`config.mk`:
```
export PLATFORM = sky130hd
export DESIGN_NAME = wb_stage_flat
export DESIGN_NICKNAME = d
export VERILOG_FILES = /design/src/rtl/wb_stage_pkg.sv /design/src/rtl/wb_stage_if.sv /design/src/rtl/wb_stage_load_extract.sv /design/src/rtl/wb_stage.sv /design/src/flat_wrapper.sv
export SDC_FILE = /design/constraint.sdc
export NUM_CORES = 1
export LEC_CHECK = 0
export BUFFER_PORTS_ARGS = -buffer_cell sky130_fd_sc_hd__buf_2
export CORE_UTILIZATION = 51
export CTS_CLUSTER_DIAMETER = 200
export DETAILED_ROUTE_END_ITERATION = 8
export GPL_TIMING_DRIVEN = 0
export PLACE_DENSITY_LB_ADDON = 0.1
export SLEW_MARGIN = 30
export SYNTH_ARGS = -nofsm -noshare
export SYNTH_HDL_FRONTEND = slang
export SYNTH_SLANG_ARGS = --single-unit
```
`constraint.sdc`:
```
create_clock -name clk -period 3.66 [get_ports clk]
set_input_delay 0.732 -clock clk [delete_from_list [all_inputs] [get_ports clk]]
set_output_delay 0.732 -clock clk [all_outputs]
set_load 0.01 [all_outputs]
```
`src/rtl/wb_stage_pkg.sv`:
```
// Shared pipeline constants for the write-back stage: source-select codes,
// load sizes and the bit layout of the WB_control bundle.
package wb_stage_pkg;

   typedef enum logic [1:0] {
      WB_SRC_ALU  = 2'b00,
      WB_SRC_MEM  = 2'b01,
      WB_SRC_LINK = 2'b10,
      WB_SRC_RSVD = 2'b11
   } wb_src_e;

   typedef enum logic [1:0] {
      LS_BYTE     = 2'b00,
      LS_HALF     = 2'b01,
      LS_WORD     = 2'b10,
      LS_WORD_ALT = 2'b11
   } load_size_e;

   localparam int WBC_REG_WRITE     = 0;
   localparam int WBC_SRC_LSB       = 1;
   localparam int WBC_SRC_MSB       = 2;
   localparam int WBC_LOAD_UNSIGNED = 3;

endpackage

```
`src/rtl/wb_stage_if.sv`:
```
// MEM-to-WB bundle: MEM-stage inputs, pipeline control and the committed
// register-file write. master drives the MEM side, slave is the WB stage.
interface wb_stage_if #(
   parameter int DATA_W     = 32,
   parameter int REG_ADDR_W = 5,
   parameter int CNT_W      = 32
);
   logic                  stall;
   logic                  flush;
   logic                  in_valid;
   logic [3:0]            WB_control;
   logic [1:0]            load_size;
   logic [1:0]            addr_lo;
   logic [REG_ADDR_W-1:0] rd;
   logic [DATA_W-1:0]     data_from_mem;
   logic [DATA_W-1:0]     data_from_ALU;
   logic [DATA_W-1:0]     pc_plus8;
   logic                  reg_we;
   logic [REG_ADDR_W-1:0] reg_waddr;
   logic [DATA_W-1:0]     bus_w;
   logic                  wb_valid;
   logic [CNT_W-1:0]      retired_cnt;

   modport master (
      output stall, flush, in_valid, WB_control, load_size, addr_lo, rd,
             data_from_mem, data_from_ALU, pc_plus8,
      input  reg_we, reg_waddr, bus_w, wb_valid, retired_cnt
   );

   modport slave (
      input  stall, flush, in_valid, WB_control, load_size, addr_lo, rd,
             data_from_mem, data_from_ALU, pc_plus8,
      output reg_we, reg_waddr, bus_w, wb_valid, retired_cnt
   );
endinterface

```
`src/rtl/wb_stage_load_extract.sv`:
```
// Combinational sub-word load extraction: picks the byte/halfword lane for
// the configured endianness and sign- or zero-extends it to 32 bits.
module load_extract
   import wb_stage_pkg::*;
#(
   parameter int DATA_W     = 32,
   parameter bit BIG_ENDIAN = 1'b1
) (
   input  logic [DATA_W-1:0] data,
   input  logic [1:0]        addr_lo,
   input  logic [1:0]        load_size,
   input  logic              load_unsigned,
   output logic [DATA_W-1:0] result
);

   logic [1:0] byte_lane;
   logic       half_sel;
   logic [7:0] byte_val;
   logic [15:0] half_val;

   // NOTE: every always_comb output gets a value before any branch so no latch is inferred.
   always_comb begin
      byte_lane = BIG_ENDIAN ? (2'd3 - addr_lo) : addr_lo;
      half_sel  = BIG_ENDIAN ? ~addr_lo[1] : addr_lo[1];
      byte_val  = data[{byte_lane, 3'b000} +: 8];
      half_val  = data[{half_sel, 4'b0000} +: 16];
      result    = data;
      case (load_size_e'(load_size))
         LS_BYTE: result = {{(DATA_W-8){~load_unsigned & byte_val[7]}}, byte_val};
         LS_HALF: result = {{(DATA_W-16){~load_unsigned & half_val[15]}}, half_val};
         default: result = data;
      endcase
   end

endmodule

```
`src/rtl/wb_stage.sv`:
```
// MEM/WB pipeline register: selects the write-back value, drives the
// register-file write port and counts retired register writes.
module wb_stage
   import wb_stage_pkg::*;
#(
   parameter int DATA_W     = 32,
   parameter int REG_ADDR_W = 5,
   parameter bit BIG_ENDIAN = 1'b1,
   parameter int CNT_W      = 32
) (
   input  logic   clk,
   input  logic   reset,
   wb_stage_if.slave wb
);

   wb_src_e               src;
   logic                  next_we;
   logic [DATA_W-1:0]     load_val;
   logic [DATA_W-1:0]     next_bus;

   logic                  valid_q;
   logic                  we_q;
   logic [REG_ADDR_W-1:0] waddr_q;
   logic [DATA_W-1:0]     bus_q;
   logic [CNT_W-1:0]      cnt_q;

   load_extract #(
      .DATA_W     (DATA_W),
      .BIG_ENDIAN (BIG_ENDIAN)
   ) u_load_extract (
      .data          (wb.data_from_mem),
      .addr_lo       (wb.addr_lo),
      .load_size     (wb.load_size),
      .load_unsigned (wb.WB_control[WBC_LOAD_UNSIGNED]),
      .result        (load_val)
   );

   // The reserved source code falls through to the ALU result.
   always_comb begin
      src      = wb_src_e'(wb.WB_control[WBC_SRC_MSB:WBC_SRC_LSB]);
      next_we  = wb.in_valid & wb.WB_control[WBC_REG_WRITE] & (wb.rd != '0);
      next_bus = wb.data_from_ALU;
      case (src)
         WB_SRC_MEM:  next_bus = load_val;
         WB_SRC_LINK: next_bus = wb.pc_plus8;
         default:     next_bus = wb.data_from_ALU;
      endcase
   end

   // NOTE: state registers use non-blocking assignments so all flops update from pre-edge values.
   always_ff @(posedge clk) begin
      if (reset) begin
         valid_q <= 1'b0;
         we_q    <= 1'b0;
         waddr_q <= '0;
         bus_q   <= '0;
         cnt_q   <= '0;
      end else if (wb.flush) begin
         valid_q <= 1'b0;
         we_q    <= 1'b0;
      end else if (!wb.stall) begin
         valid_q <= wb.in_valid;
         we_q    <= next_we;
         waddr_q <= wb.rd;
         bus_q   <= next_bus;
         if (next_we) cnt_q <= cnt_q + CNT_W'(1);
      end
   end

   assign wb.wb_valid    = valid_q;
   assign wb.reg_we      = we_q;
   assign wb.reg_waddr   = waddr_q;
   assign wb.bus_w       = bus_q;
   assign wb.retired_cnt = cnt_q;

endmodule

```
`src/flat_wrapper.sv`:
```
// flat-port wrapper written by rule: the top's interface ports become plain ports
module wb_stage_flat import wb_stage_pkg::*;
#(
   parameter int DATA_W     = 32,
   parameter int REG_ADDR_W = 5,
   parameter bit BIG_ENDIAN = 1'b1,
   parameter int CNT_W      = 32
)
  (clk, reset, wb_stall, wb_flush, wb_in_valid, wb_WB_control, wb_load_size, wb_addr_lo, wb_rd, wb_data_from_mem, wb_data_from_ALU, wb_pc_plus8, wb_reg_we, wb_reg_waddr, wb_bus_w, wb_wb_valid, wb_retired_cnt);
  wb_stage_if #(.DATA_W(DATA_W), .REG_ADDR_W(REG_ADDR_W), .CNT_W(CNT_W)) wb_i ();
  input  logic clk;
  input  logic reset;
  input wire logic [$bits(wb_i.stall)-1:0] wb_stall;
  input wire logic [$bits(wb_i.flush)-1:0] wb_flush;
  input wire logic [$bits(wb_i.in_valid)-1:0] wb_in_valid;
  input wire logic [$bits(wb_i.WB_control)-1:0] wb_WB_control;
  input wire logic [$bits(wb_i.load_size)-1:0] wb_load_size;
  input wire logic [$bits(wb_i.addr_lo)-1:0] wb_addr_lo;
  input wire logic [$bits(wb_i.rd)-1:0] wb_rd;
  input wire logic [$bits(wb_i.data_from_mem)-1:0] wb_data_from_mem;
  input wire logic [$bits(wb_i.data_from_ALU)-1:0] wb_data_from_ALU;
  input wire logic [$bits(wb_i.pc_plus8)-1:0] wb_pc_plus8;
  output wire logic [$bits(wb_i.reg_we)-1:0] wb_reg_we;
  output wire logic [$bits(wb_i.reg_waddr)-1:0] wb_reg_waddr;
  output wire logic [$bits(wb_i.bus_w)-1:0] wb_bus_w;
  output wire logic [$bits(wb_i.wb_valid)-1:0] wb_wb_valid;
  output wire logic [$bits(wb_i.retired_cnt)-1:0] wb_retired_cnt;
  assign wb_i.stall = wb_stall;
  assign wb_i.flush = wb_flush;
  assign wb_i.in_valid = wb_in_valid;
  assign wb_i.WB_control = wb_WB_control;
  assign wb_i.load_size = wb_load_size;
  assign wb_i.addr_lo = wb_addr_lo;
  assign wb_i.rd = wb_rd;
  assign wb_i.data_from_mem = wb_data_from_mem;
  assign wb_i.data_from_ALU = wb_data_from_ALU;
  assign wb_i.pc_plus8 = wb_pc_plus8;
  assign wb_reg_we = wb_i.reg_we;
  assign wb_reg_waddr = wb_i.reg_waddr;
  assign wb_bus_w = wb_i.bus_w;
  assign wb_wb_valid = wb_i.wb_valid;
  assign wb_retired_cnt = wb_i.retired_cnt;
  wb_stage #(.DATA_W(DATA_W), .REG_ADDR_W(REG_ADDR_W), .BIG_ENDIAN(BIG_ENDIAN), .CNT_W(CNT_W)) u_core (.clk(clk), .reset(reset), .wb(wb_i));
endmodule
```
==> impl_metrics.tcl, run 1 <==
set metrics [dict create \
    run_status "finished clean" \
    dr.first_iter.drc_count 383 \
    drt_wl_total_um 14590 \
    cts_tree "done" \
    cts-resized-gates 0 \
    fin_skew_ns 0.005206 \
    finalSetupViolCount 0 \
    num_io_pins 185 \
    yosysWarnings 0 \
    worstSkewPairLatency_ns 0.35 \
    finalPower_mw 1.749 \
    die-area_mm2 0.008365 \
    peakVddDrop_uv 192.2 \
    clkSinkCount 71 \
    synthFlopType "dfxtp_1" \
    fp.coreArea_mm2 0.007727 \
    seq_area_frac_synth_pct 34.83 \
    hold_class "flip-flop to flip-flop" \
    ctsRootBufferMaster "clkbuf_8" \
    clk_pin_slew_ns 0.08 \
    grt_pass1_wl_um 22560 \
    drc 0 \
    endpoint_kind "flip-flop" \
    ys_ff_latch 71 \
    drive_above_1_share_pct 30.10 \
    pre_cts_slack_ns 0.8290 \
    nets 843 \
    rsz0062_at_grt "no" \
    cts_setup_buffers 0 \
    start_util_pct 52.82 \
    leakage_nw 2.206 \
    critical_path_arrival_ns 2.74 \
    h-tree-depth 3 \
    placementRows 32 \
    die_h_um 91.46 \
    grt_max_degree 13 \
    syn_inst 535 \
    syn_to_final_growth_pct 29.31 \
    max_cap_viol_count 0 \
    cp_data_required_time_ns 3.88 \
    port_buffers 180 \
    slew-limit-headroom_pct 52.58 \
    min_period_ns 2.522 \
    use_met3_pct 9.380 \
    hpwlAfterDp_um 11030 \
    p_per_area_mw_per_mm2 331.3 \
    busiest_layer "met2" \
    synth.distinct_cells 46 \
    gr-usage-met1_pct 38.63 \
    reg2reg_setup_slack_ns 1.76 \
    finalCritPeriodShare_pct 68.89 \
    gp_congestion 0.9691 \
    via_count 4996 \
    clockBufferDepth 2 \
    fill_cells 706 \
    synth_edf_count 0 \
    critPathLaunchType "input pin" \
    max_slew.worst_pin.slew_ns 0.7086 \
    grt_use_total_pct 34.40 \
    fmax_ghz 0.3966 \
    wl_per_cell_um 17.50 \
    grt_pass1_vias 4689 \
    viasPerCell 5.990 \
    drtAntennaViolNets 0 \
    antenna_found_initial 0 \
    worst_slack_ns 1.138 \
    die_w_um 91.46 \
    grtUsageMet2_pct 58.27 \
    holdWs_ns 0.4610 \
    synth_area_mm2 0.004081 \
    cp_max_fo 10 \
    grt_overflow 0 \
    criticalPathCategory "input pin to flip-flop" \
    avgSynthCellArea_um2 7.629 \
    numCtsBuffers 9 \
    syn-num-nets 652 \
    drt_pass1_iterations 5 \
    hold_buffers 0 \
    slew_violations 0 \
    finalSetupTns_ns 0 \
    hold_viol_final 0 \
    async_flop_share_pct 0 \
]
report_power, final:
group | internal (mW) | leakage [nW] | total, mW | switching, mW
clock network | 0.244 | 0.0898 | 0.562 | 0.318
registers | 0.800 | 0.578 | 0.815 | 0.0151
logic | 0.150 | 1.54 | 0.371 | 0.221
total | 1.19 | 2.21 | 1.75 | 0.555
synthesized netlist by cell type (6+ instances only):
master / count / share of area [%]
a32o_1: 6 / 1.5
mux2_2: 8 / 2.2
nand2_1: 84 / 7.7
a21oi_1: 27 / 3.3
mux2i_1: 6 / 1.5
nor2_1: 39 / 3.6
buf_2: 9 / 1.1
o211ai_1: 20 / 3.7
nor3_1: 14 / 1.7
xnor2_1: 25 / 5.4
nor4_1: 14 / 2.1
a221oi_1: 13 / 2.8
nand3_1: 8 / 0.98
inv_1: 9 / 0.83
dfxtp_1: 71 / 35
a2bb2oi_1: 7 / 1.5
o22ai_1: 35 / 5.4
clkbuf_1: 37 / 3.4
or3_1: 7 / 1.1
o21ai_0: 50 / 6.1
sequential cells by signal (all words and copies together) (netlist names):
signal                 count
u_core.wb.bus_w           32
u_core.wb.reg_we           1
u_core.wb.reg_waddr        5
u_core.wb.retired_cnt     32
u_core.wb.wb_valid         1
metal layers:
metal | wire [µm] | part of all wire (%)
met1 | 5518 | 38
met2 | 6973 | 48
met3 | 1422 | 9.7
met4 | 680 | 4.7
met5 | 0 | 0
metrics by stage:
stage          utilization [%]  area [µm²]  std cells
2_1_floorplan                -        4081        535
3_3_place_gp             66.13        5110        817
3_5_place_dp             66.13        5110        817
4_1_cts                  68.26        5275        833
5_1_grt                  68.26        5275        833
6_report                 68.30        5278        834
cell type report:
| type | count | area, µm² | share of cell area (%) |
|---|---|---|---|
| Tap cell | 102 | 127.6 | 2.418 |
| Clock buffer | 10 | 127.6 | 2.418 |
| Antenna cell | 1 | 2.502 | 0.04742 |
| Multi-Input combinational cell | 406 | 2427 | 45.99 |
| Inverter | 11 | 41.29 | 0.7824 |
| Clock inverter | 6 | 37.54 | 0.7112 |
| Buffer | 47 | 191.4 | 3.627 |
| Sequential cell | 71 | 1421 | 26.93 |
| Timing Repair Buffer | 180 | 900.9 | 17.07 |
worst paths after layout:
kind | start | end | cells past startpoint
setup / recovery | wb_WB_control[1] | u_core.wb.bus_w[27] | 9
hold / removal | u_core.wb.reg_waddr[4] | u_core.wb.reg_waddr[4] | 2
setup reg to reg | u_core.wb.retired_cnt[0] | u_core.wb.retired_cnt[28] | 7
hold reg to reg | u_core.wb.reg_waddr[4] | u_core.wb.reg_waddr[4] | 2
logic make-up after synthesis:
family | count (synthesis) | synth area share [%]
xor+xnor | 26 | 5.579
fa+ha+maj | 3 | 0.9198
simple gates | 197 | 22.93
buf+inv | 58 | 5.702
compound gates | 166 | 26.36
flops | 71 | 34.83
mux | 14 | 3.679
critical path, stage by stage:
cell and delay (ns):
buf_2 0.11, inv_1 0.04, ha_1 0.26, clkbuf_1 0.24
clkbuf_1 0.45, clkbuf_1 0.49, o211ai_1 0.17, o21ai_0 0.12
o22ai_1 0.12
cells in the final DEF, fill, tap and decap left out, types with 13 or more instances in the layout:
cell type / n
clkbuf_1: 38
nand2_1: 84
xnor2_1: 25
nor2_1: 39
o211ai_1: 20
dfxtp_1: 71
o22ai_1: 35
a221oi_1: 13
nor3_1: 14
nor4_1: 14
buf_2: 189
o21ai_0: 50
a21oi_1: 27
(Power assumes the default switching activity.)
==> run 2: changes to the inputs <==
- ABC_AREA: unset -> 1
- CORE_UTILIZATION: 51 -> 50
- clock period: 3.66 -> 2.5 ns (I/O delays scaled with it)
==> run 2 against run 1 <==
Effect of this change: sequential power increased by 46%; die area increased by 20%; combinational power rose by 54%; wire length rose by 8.2%; area after synthesis rose by 18%; via count increased by 17%; clock power is 90% higher; critical path type is now flip-flop to flip-flop; critical endpoint is now u_core.wb.retired_cnt[16]; highest routed layer unchanged.
==> impl_metrics.tcl, run 2 <==
set metrics [dict create \
    run_status "finished clean" \
    holdWs_ns 0.3782 \
    synth.distinct_cells 36 \
    drt_pass1_iterations 6 \
    syn-num-nets 939 \
    worst_slack_ns 0.6960 \
    grt_pass1_vias 5315 \
    hold_path_end "u_core.wb.reg_waddr[4]" \
    whs_path_depth 3 \
    peakVddDrop_uv 331.7 \
    p_seq_share_pct 42.1 \
    via_count 5848 \
    comb_power_share_pct 20.2 \
    synth_area_mm2 0.004810 \
    power.switching_mw 0.8662 \
    drt_wl_total_um 15780 \
    final_common_cell "nand2_1" \
    die-area_mm2 0.01002 \
    cts_setup_buffers 0 \
    final_cell_mix "nand2_1 (302), buf_2 (192), nor2_1 (114)" \
    max_slew.worst_pin.slew_ns 0.6448 \
    max_cap_viol_count 0 \
    sw_frac_of_total_pct 30.66 \
    finalSetupViolCount 0 \
    h-tree-depth 3 \
    yosysWarnings 0 \
    avgSynthCellArea_um2 5.851 \
    cp_slowest_stage_delay_ns 0.39 \
    fin_area_mm2 0.006112 \
    cts-resized-gates 0 \
    slew-limit-headroom_pct 57.01 \
    num_io_pins 185 \
    die_h_um 100.1 \
    p_per_area_mw_per_mm2 462.3 \
    grt_overflow 0 \
    diodes 0 \
    port_buffers 184 \
    hold_start "wb_rd[4]" \
    critical_path_arrival_ns 2.10 \
    wl_per_cell_um 13.71 \
    reg2reg_depth 8 \
    die_w_um 100.1 \
    finalCritPeriodShare_pct 72.16 \
    ys_ff_latch 71 \
    dpl_cell_area_mm2 0.005892 \
    fill_cells 954 \
    leakage_nw 2.919 \
    fp.coreArea_mm2 0.009284 \
    hold_viol_final 0 \
    synth_common_cells "nand2_1 (302), nor2_1 (114), a21oi_1 (90)" \
    syn_to_final_growth_pct 27.08 \
    cp_data_required_time_ns 2.79 \
    viasPerCell 5.081 \
    rsz0062_at_grt "no" \
    clk_pin_slew_ns 0.09 \
    min_period_ns 1.804 \
    endpoint_kind "flip-flop" \
    seq_area_frac_synth_pct 29.55 \
    numCtsBuffers 9 \
    multi_input_area_mm2 0.002972 \
    crit_chain "ha_1, buf_4, nand3_1, nor3_1, nand3_1, xnor2_1, nand2_1, a21oi_1" \
    synth_edf_count 0 \
    ys_top_cells_by_area "dfxtp_1 (30%), nand2_1 (24%), a21oi_1 (9.4%)" \
    critPathLaunchType "flip-flop" \
    hold_buffers 0 \
    ctsRootBufferMaster "clkbuf_8" \
    path_common_cell "nand3_1" \
    grt_pass1_wl_um 25070 \
    reg2reg_setup_slack_ns 0.70 \
    yosysMostFrequentCell "nand2_1" \
    drive_above_1_share_pct 24.56 \
    pre_cts_slack_ns 0.3447 \
    antenna_found_initial 0 \
    hold_class "input pin to flip-flop" \
    nets 1134 \
    criticalPathCategory "flip-flop to flip-flop" \
    ff_latch_area_mm2 0.001421 \
    hpwlAfterDp_um 12560 \
    synth_top_area_share_pct 29.55 \
    clockBufferDepth 2 \
    cts_tree "done" \
    gp_congestion 0.9612 \
    synthFlopType "dfxtp_1" \
    fmax_ghz 0.5543 \
    worstSkewPairLatency_ns 0.36 \
    fin_skew_ns 0.01760 \
    finalSetupTns_ns 0 \
    start_util_pct 51.81 \
    cp_max_fo 9 \
    reg2reg_from "u_core.wb.retired_cnt[1]" \
    slew_violations 0 \
    async_flop_share_pct 0 \
    drc 0 \
    crit_slowest_cell "dfxtp_1" \
    clkSinkCount 71 \
    syn_inst 822 \
    grt_use_total_pct 32.15 \
    internal_power_mw 1.959 \
    grt_max_degree 14 \
    placementRows 35 \
    worstReg2RegEnd "u_core.wb.retired_cnt[16]" \
    p_clk_share_pct 37.7 \
    dr.first_iter.drc_count 287 \
    drtAntennaViolNets 0 \
    synth_top_area_cell "dfxtp_1" \
]
[run 2: cell count changes in the layout (fill, tap and decap cells not counted), sizes merged, moves of 8 or more]
cell    before  now
nand2       84  314
nor2        39  119
a21oi       27  100
inv          9   58
o22ai       35    0
nand3        9   40
xnor2       25    1
o21ai       51   31
o211ai      21    2
nor4        14    0
a221oi      13    0
clkbuf      47   34
buf        190  201
mux2         8    0
[run 2: per-layer routing]
| metal | global-route usage [%] | wire length (µm) |
|---|---|---|
| met2 | 57.88 | 7608 |
| met3 | 6.198 | 1094 |
| met1 | 38.06 | 6672 |
| met5 | 0 | 0 |
| met4 | 11.26 | 409 |
[run 2: worst max-delay path by stage]
stage,start,to,slack [ns],depth (start not counted)
final,u_core.wb.retired_cnt[1],u_core.wb.retired_cnt[16],0.70,8
after CTS,wb_WB_control[1],u_core.wb.bus_w[24],0.71,10
after detailed placement,wb_WB_control[1],u_core.wb.bus_w[24],0.34,10
after floorplan,wb_WB_control[1],u_core.wb.bus_w[22],0.81,9
after global routing,wb_WB_control[1],u_core.wb.bus_w[11],0.51,10
after global placement,wb_WB_control[1],u_core.wb.bus_w[24],0.35,10
[run 2: cell families (layout without fill, tap and decap cells)]
logic type | Yosys count | count (layout) | synth area share [%]
fa+ha+maj | 3 | 3 | 0.7805
xor+xnor | 8 | 8 | 1.457
simple gates | 502 | 502 | 43.86
buf+inv | 98 | 298 | 8.663
compound gates | 140 | 140 | 15.69
flops | 71 | 71 | 29.55
[run 2: stage by stage]
stage	power, mW	util, %	cells
global route	2.953	65.84	1151
detailed placement	1.778	63.46	1135
finish	2.826	65.84	1151
floorplan	1.547	-	822
CTS	2.824	65.84	1151
global placement	1.776	63.46	1135
[run 2: final cells by class]
type | instances | share of cell area [%]
multi-input combinational | 653 | 48.62
sequential | 71 | 23.25
timing repair buffer | 184 | 15.07
inverter | 57 | 3.501
buffer | 41 | 3.316
tap | 129 | 2.641
clock buffer | 10 | 2.088
clock inverter | 6 | 1.515
[run 2: power by group through the flow]
stage | Clock (mW) | Combinational (mW) | Sequential (mW)
after global placement | 0 | 0.563 | 1.21
final | 1.07 | 0.571 | 1.19
after detailed placement | 0 | 0.564 | 1.21
after CTS | 1.07 | 0.567 | 1.19
after global routing | 1.12 | 0.637 | 1.19
after floorplan | 0 | 0.316 | 1.23
[run 2: worst max-delay path, delay by kind of cell, from the launching register on]
kind | cells | cell delay [ns]
xor+xnor | 1 | 0.16
buf+inv | 1 | 0.16
compound gates | 1 | 0.11
flops | 1 | 0.39
simple gates | 4 | 0.74
fa+ha+maj | 1 | 0.17
